## src/rtl/bitblaster_pkg.sv

```systemverilog
// Shared types for the register-file sequencer: FSM states, opcodes and IR field positions.
package bitblaster_pkg;

    localparam int IR_W   = 10;
    localparam int OP_MSB = 9;
    localparam int OP_LSB = 6;
    localparam int RX_MSB = 5;
    localparam int RX_LSB = 4;
    localparam int RY_MSB = 3;
    localparam int RY_LSB = 2;

    typedef enum logic [1:0] {
        T0 = 2'd0,
        T1 = 2'd1,
        T2 = 2'd2,
        T3 = 2'd3
    } state_t;

    // 1011-1111 are all NOP
    typedef enum logic [3:0] {
        OP_LOAD = 4'b0000,
        OP_MOV  = 4'b0001,
        OP_ADD  = 4'b0010,
        OP_SUB  = 4'b0011,
        OP_NOT  = 4'b0100,
        OP_AND  = 4'b0101,
        OP_OR   = 4'b0110,
        OP_XOR  = 4'b0111,
        OP_SHL  = 4'b1000,
        OP_SHR  = 4'b1001,
        OP_ASR  = 4'b1010
    } opcode_t;

    function automatic logic is_alu(input logic [3:0] op);
        return (op >= OP_ADD) && (op <= OP_ASR);
    endfunction

    function automatic logic is_binary(input logic [3:0] op);
        return (op == OP_ADD) || (op == OP_SUB) || (op == OP_AND) ||
               (op == OP_OR)  || (op == OP_XOR);
    endfunction

endpackage

```

## src/rtl/regfile_sequencer_edge.sv

```systemverilog
// Purpose: one-cycle pulse on a 0->1 transition of a level input.
// Latency: pulse is combinational in the cycle the input first reads high.
// Backpressure: none; the history flop tracks the input every cycle.
module rising_edge_detect (
    input  logic CLKb,
    input  logic Rst,
    input  logic sig,
    output logic pulse,
    output logic sig_q
);

    always_ff @(posedge CLKb) begin
        if (Rst) begin
            sig_q <= 1'b0;
        end else begin
            sig_q <= sig;
        end
    end

    assign pulse = sig & ~sig_q;

endmodule

```

## src/rtl/regfile_sequencer.sv

```systemverilog
// Purpose: control sequencer for a 4-register datapath with one shared bus and an A/G ALU.
// Latency: Done 1 cycle after accept for LOAD/MOV/NOP, 3 cycles for ALU ops.
// Backpressure: Exec edges are ignored while Busy; the requester waits for Done.
module regfile_sequencer
    import bitblaster_pkg::*;
(
    input  logic             CLKb,
    input  logic             Rst,
    input  logic             Exec,
    input  logic [IR_W-1:0]  INSTR,
    output logic             ENW,
    output logic             ENR0,
    output logic             ENR1,
    output logic [1:0]       WRA,
    output logic [1:0]       RDA0,
    output logic [1:0]       RDA1,
    output logic             IRload,
    output logic             ExtEn,
    output logic             Ain,
    output logic             Gin,
    output logic             Gout,
    output logic [3:0]       FN,
    output logic             Busy,
    output logic             Done
);

    state_t            state;
    state_t            state_nx;
    logic [IR_W-1:0]   ir;
    logic              exec_pulse;
    logic              exec_q;
    logic              accept;
    logic [3:0]        op;
    logic [1:0]        rx;
    logic [1:0]        ry;
    logic              unused_ir;

    rising_edge_detect u_exec_edge (
        .CLKb  (CLKb),
        .Rst   (Rst),
        .sig   (Exec),
        .pulse (exec_pulse),
        .sig_q (exec_q)
    );

    // Reset wins over a coincident request, so no IR load is advertised under reset.
    assign accept = (state == T0) & exec_pulse & ~Rst;

    assign op        = ir[OP_MSB:OP_LSB];
    assign rx        = ir[RX_MSB:RX_LSB];
    assign ry        = ir[RY_MSB:RY_LSB];
    assign unused_ir = &{1'b0, ir[1:0], exec_q};

    always_ff @(posedge CLKb) begin
        if (Rst) begin
            state <= T0;
            ir    <= '0;
        end else begin
            state <= state_nx;
            if (accept) begin
                ir <= INSTR;
            end
        end
    end

    always_comb begin
        state_nx = state;
        ENW      = 1'b0;
        ENR0     = 1'b0;
        ENR1     = 1'b0;
        WRA      = 2'b00;
        RDA0     = 2'b00;
        RDA1     = 2'b00;
        IRload   = 1'b0;
        ExtEn    = 1'b0;
        Ain      = 1'b0;
        Gin      = 1'b0;
        Gout     = 1'b0;
        FN       = 4'b0000;
        Done     = 1'b0;
        case (state)
            T0: begin
                if (accept) begin
                    IRload   = 1'b1;
                    state_nx = T1;
                end
            end
            T1: begin
                if (op == OP_LOAD) begin
                    ExtEn    = 1'b1;
                    ENW      = 1'b1;
                    WRA      = rx;
                    Done     = 1'b1;
                    state_nx = T0;
                end else if (op == OP_MOV) begin
                    ENR0     = 1'b1;
                    RDA0     = ry;
                    ENW      = 1'b1;
                    WRA      = rx;
                    Done     = 1'b1;
                    state_nx = T0;
                end else if (is_alu(op)) begin
                    ENR0     = 1'b1;
                    RDA0     = rx;
                    Ain      = 1'b1;
                    state_nx = T2;
                end else begin
                    Done     = 1'b1;
                    state_nx = T0;
                end
            end
            T2: begin
                Gin = 1'b1;
                FN  = op;
                if (is_binary(op)) begin
                    ENR1 = 1'b1;
                    RDA1 = ry;
                end
                state_nx = T3;
            end
            T3: begin
                Gout     = 1'b1;
                ENW      = 1'b1;
                WRA      = rx;
                Done     = 1'b1;
                state_nx = T0;
            end
            default: state_nx = T0;
        endcase
    end

    assign Busy = (state != T0);

endmodule

```

## config.mk

```make
export PLATFORM = sky130hd
export DESIGN_NAME = regfile_sequencer
export DESIGN_NICKNAME = d
export VERILOG_FILES = /design/src/rtl/bitblaster_pkg.sv /design/src/rtl/regfile_sequencer_edge.sv /design/src/rtl/regfile_sequencer.sv
export SDC_FILE = /design/constraint.sdc
export NUM_CORES = 1
export LEC_CHECK = 0
export CAP_MARGIN = 20
export CORE_AREA = 4 4 41 43
export CTS_BUF_LIST = sky130_fd_sc_hd__clkbuf_4
export DETAILED_ROUTE_END_ITERATION = 10
export DIE_AREA = 0 0 45 47
export DONT_BUFFER_PORTS = 1
export PLACE_DENSITY = 0.59
export SLEW_MARGIN = 40
export SYNTH_ARGS = -nofsm -noshare
export SYNTH_HDL_FRONTEND = slang
export SYNTH_SLANG_ARGS = --single-unit
```

## constraint.sdc

```tcl
create_clock -name CLKb -period 3.2 [get_ports CLKb]
set_clock_uncertainty 0.1 [all_clocks]
set_input_delay 0.32 -clock CLKb [delete_from_list [all_inputs] [get_ports CLKb]]
set_output_delay 0.32 -clock CLKb [all_outputs]
set_load 0.02 [all_outputs]
```

; ---- Word-level counts from Yosys, hierarchy flattened
; Index checks and enable logic that the tools add are counted.
[word_totals]
regBits = 13
output_inout_bits = 20
word_cells = 65
inputBits = 13
[classes]
bitwise_logic = 5
reduce_logical = 8
order_cmp = 2
mux = 37
eq_ne = 10
[ops]
columns = operator, count
row1 = $mux W2, 12
row2 = $mux W1, 20
row3 = $eq A4 B3 Y1 const B, 3
row4 = $eq A4 B2 Y1 const B, 2
row5 = $pmux W2 S4, 1
row6 = $eq A2 B2 Y1 const B, 2
row7 = $eq A4 B1 Y1 const B, 1
row8 = $ge A4 B2 Y1 const B, 1
row9 = $le A4 B4 Y1 const B, 1
row10 = $logic_not A4 Y1, 1
row11 = $logic_or A1 B1 Y1, 4
row12 = $mux W4, 1
row13 = $pmux W1 S2, 2
row14 = $pmux W2 S2, 1
row15 = $and A1 B1 Y1, 3
row16 = $eq A2 B1 Y1 const B, 1
row17 = $logic_not A2 Y1, 1
row18 = $ne A2 B2 Y1 const B, 1
row19 = $not A1 Y1, 2
row20 = $reduce_bool A2 Y1, 1
row21 = $logic_and A1 B1 Y1, 1

; ---- Depth between registers and ports, before layout
[depth]
depth_word = 7
mapped_depth = 4
depth_no_buf = 3

; ---- By module
; Synthesis repeated with hierarchy kept, for this count alone.
[hier_totals]
hier_cells = 74
hier_area_um2 = 614.3
[by_module_without_submodules]
columns = module, area_per_inst_um2, instances, seq_area_each_um2, cells_per_inst
row1 = regfile_sequencer, 566.8, 1, 200.2, 71
row2 = rising_edge_detect, 47.5, 1, 20.0, 3

; ---- Least setup slack after synthesis
; Ideal clock, no wire load.
[synth_timing]
path_kind = flip-flop to output port
startpoint = register with a tool-made name
endpoint = output RDA1[0]
path_stages_with_launch = 4
t_required_ps = 2780
n_path_buf = 0
arrival_time_ps = 1369
slack_ps = 1411
cell_sequence = dfxtp_1 > or2b_1 > nor3_2 > and2_1
[synth_lines]
columns = item, line_no
row1 = "end, declared", regfile_sequencer.sv:16  ; output logic [1:0] RDA1,

==> flow_metrics.env <==
export IMPL_synth_simple_gate_area_share_pct=30.6
export IMPL_clock_latency_ps=270
export IMPL_dpl_cell_count=81
export IMPL_cts_max_level=1
export IMPL_placementRows=13
export IMPL_total_power_mw=0.325
export IMPL_path_max_fanout=8
export IMPL_grt_first_pass_wirelength_um=2050
export IMPL_synth_top_family_by_area="simple AND/OR/NAND/NOR gates"
export IMPL_leakagePower_nw=0.275
export IMPL_whs_ps=15.5
export IMPL_fin_crit_sh_pct=69.1
export IMPL_outcome="finished, final reports clean"
export IMPL_n_fill_cell=145
export IMPL_postCtsHoldBufs=0
export IMPL_fin_cells=85
export IMPL_yosys_area_top_type_share_pct=34.8
export IMPL_dp_slack_ps=1270
export IMPL_dieWidth_um=45
export IMPL_ios=33
export IMPL_hp_class="input pin to flop"
export IMPL_grt_max_degree=12
export IMPL_antenna_cells=0
export IMPL_numCtsBuffers=3
export IMPL_initial_core_util_pct=48.7
export IMPL_multi_input_area_um2=372
export IMPL_ir_worst_vdd_uv=263
export IMPL_cts_sinks=11
export IMPL_final_area_um2=667
export IMPL_synth_fp_nets=81
export IMPL_drtIter0Drc=12
export IMPL_muxShareOfSynthArea_pct=11.9
export IMPL_syn_area_per_cell_um2=9.31
export IMPL_drc=0
export IMPL_grt_overflow=0
export IMPL_fin_util_pct=51.2
export IMPL_area_delta_synth_final_pct=5.34
export IMPL_port_buffers=0
export IMPL_yosys_top_cells_area="dfxtp_1 (35%), mux2_4 (12%), and2_1 (5.9%), nor2b_1 (5.9%), inv_1 (4.2%)"
export IMPL_die_area_mm2=0.00212
export IMPL_end_kind="primary output"
export IMPL_first_pass_iters=4
export IMPL_yosysSeqAreaShare_pct=34.8
export IMPL_synth_xor_area_share_pct=0
export IMPL_layout_setup_ws_ps=989
export IMPL_ys_ff_latch=11
export IMPL_finalSetupViolations=0
export IMPL_cap_violations=0
export IMPL_relSlewSlack_pct=58.3
export IMPL_cts_setup_buffers=0
export IMPL_worstPathRequired_ps=2780
export IMPL_cts_root_buffer="clkbuf_4"
export IMPL_routedWlPerCell_um=15.4
export IMPL_yosys_warnings=0
export IMPL_track_usage_pct=14.0
export IMPL_hold_violations=0
export IMPL_netlist_area_um2=633
export IMPL_via_per_inst=5.91
export IMPL_slew_violations=0
export IMPL_start_kind="flop"
export IMPL_reg2reg_slack_ps=1300
export IMPL_max_clock_freq_ghz=0.452
export IMPL_dpl_hpwl_um=996
export IMPL_synth_compound_area_share_pct=16.2
export IMPL_syn_inst=68
export IMPL_clk_pin_slew_worst_paths_ps=70
export IMPL_gp_congestion=0.692
export IMPL_arrival_ps=1790
export IMPL_path_class="flop to primary output"
export IMPL_worst_pin_slew_ps=621
export IMPL_cts_tree="built"
export IMPL_layout_min_cycle_time_ps=2210
export IMPL_drive_gt1_share_pct=17.1
export IMPL_antenna_left=0
export IMPL_core_area_mm2=0.00130
export IMPL_placed_area_um2=637
export IMPL_antenna_found_initial=0
export IMPL_synth_fa_ha_area_share_pct=0
export IMPL_synth_area_leader_cell="dfxtp_1"
export IMPL_post_cts_resized=0
export IMPL_finalWirelength_um=1310
export IMPL_yosysUniqueCellTypes=25
export IMPL_cts_buffer_depth=2
export IMPL_via_count=502
export IMPL_nets=84
export IMPL_grt_pass1_vias=461
export IMPL_p_per_area_mw_per_mm2=487
export IMPL_seq_area_um2=220
export IMPL_fin_tns_setup_ps=0
export IMPL_grt_setup_unrepaired="false"
export IMPL_fp_dieH_um=47
## flip-flops by register name (all words and copies together) (netlist names), named ones only
| name | count |
|---|---|
| ir | 8 |
| state | 1 |
| u_exec_edge.sig_q | 1 |
## cell usage after synthesis
master	number
mux2_4	5
a21oi_1	2
and2_1	6
nand3b_1	3
or2b_1	1
nor2b_1	6
nor3_1	2
or3_1	1
and2b_1	1
buf_6	1
clkbuf_1	1
nand2b_1	1
or2_2	1
nor2_1	5
a21o_1	1
o22ai_1	1
o2111a_1	1
dfxtp_1	11
o31ai_1	3
a32o_1	2
o21ai_0	2
o21a_1	2
inv_1	7
nor3_2	1
nor4b_4	1
## logic make-up after synthesis
kind of cell,after synthesis
flops,11
simple gates,29
buf+inv,9
mux,5
compound gates,14
## layer usage
metal | vias to the layer above | part of all wire (%) | global-route usage (%)
met5 | - | 0 | 0
met4 | 0 | 0 | 3.51
met3 | 0 | 12 | 8.05
met2 | 25 | 44 | 19.5
met1 | 238 | 44 | 18.5
li1 | 239 | - | -
## power breakdown
part / internal (mW) / switching (mW) / total, mW
clock: 0.0567 / 0.0453 / 0.102
sequential: 0.148 / 0.0131 / 0.161
combinational: 0.0258 / 0.0361 / 0.0620
total: 0.230 / 0.0945 / 0.325
## cells in the final DEF, fill, tap and decap left out, types with 2 or more instances in the layout
| master | netlist | routed |
|---|---|---|
| nor2b_1 | 6 | 6 |
| and2_1 | 6 | 6 |
| a21oi_1 | 2 | 2 |
| mux2_4 | 5 | 5 |
| a32o_1 | 2 | 2 |
| nand3b_1 | 3 | 3 |
| o31ai_1 | 3 | 3 |
| inv_1 | 7 | 7 |
| clkbuf_4 | 0 | 4 |
| o21ai_0 | 2 | 2 |
| o21a_1 | 2 | 2 |
| nor3_1 | 2 | 2 |
| nor2_1 | 5 | 5 |
| dfxtp_1 | 11 | 11 |
## area by class of cell
cell class,instances,share of cell area (%)
Multi-Input combinational cell,48,55.7
Sequential cell,11,33.0
Clock buffer,4,4.50
Inverter,7,3.94
Tap cell,15,2.81
## final timing paths
kind                            cells after the start                           end               start
worst max-delay path                                3                       RDA1[1]                flop
worst min-delay path                                1  u_exec_edge.sig_q$_SDFF_PP0_                 Rst
worst max register to register                      3            ir[7]$_SDFFE_PP0P_                flop
worst min register to register                      2            ir[5]$_SDFFE_PP0P_  ir[5]$_SDFFE_PP0P_
## worst max-delay path: stages, from the launching register on
cell and delay [ps]:
dfxtp_1 480, or2b_1 310, nor3_2 420, and2_1 310
Power figures use the tool's default switching activity.
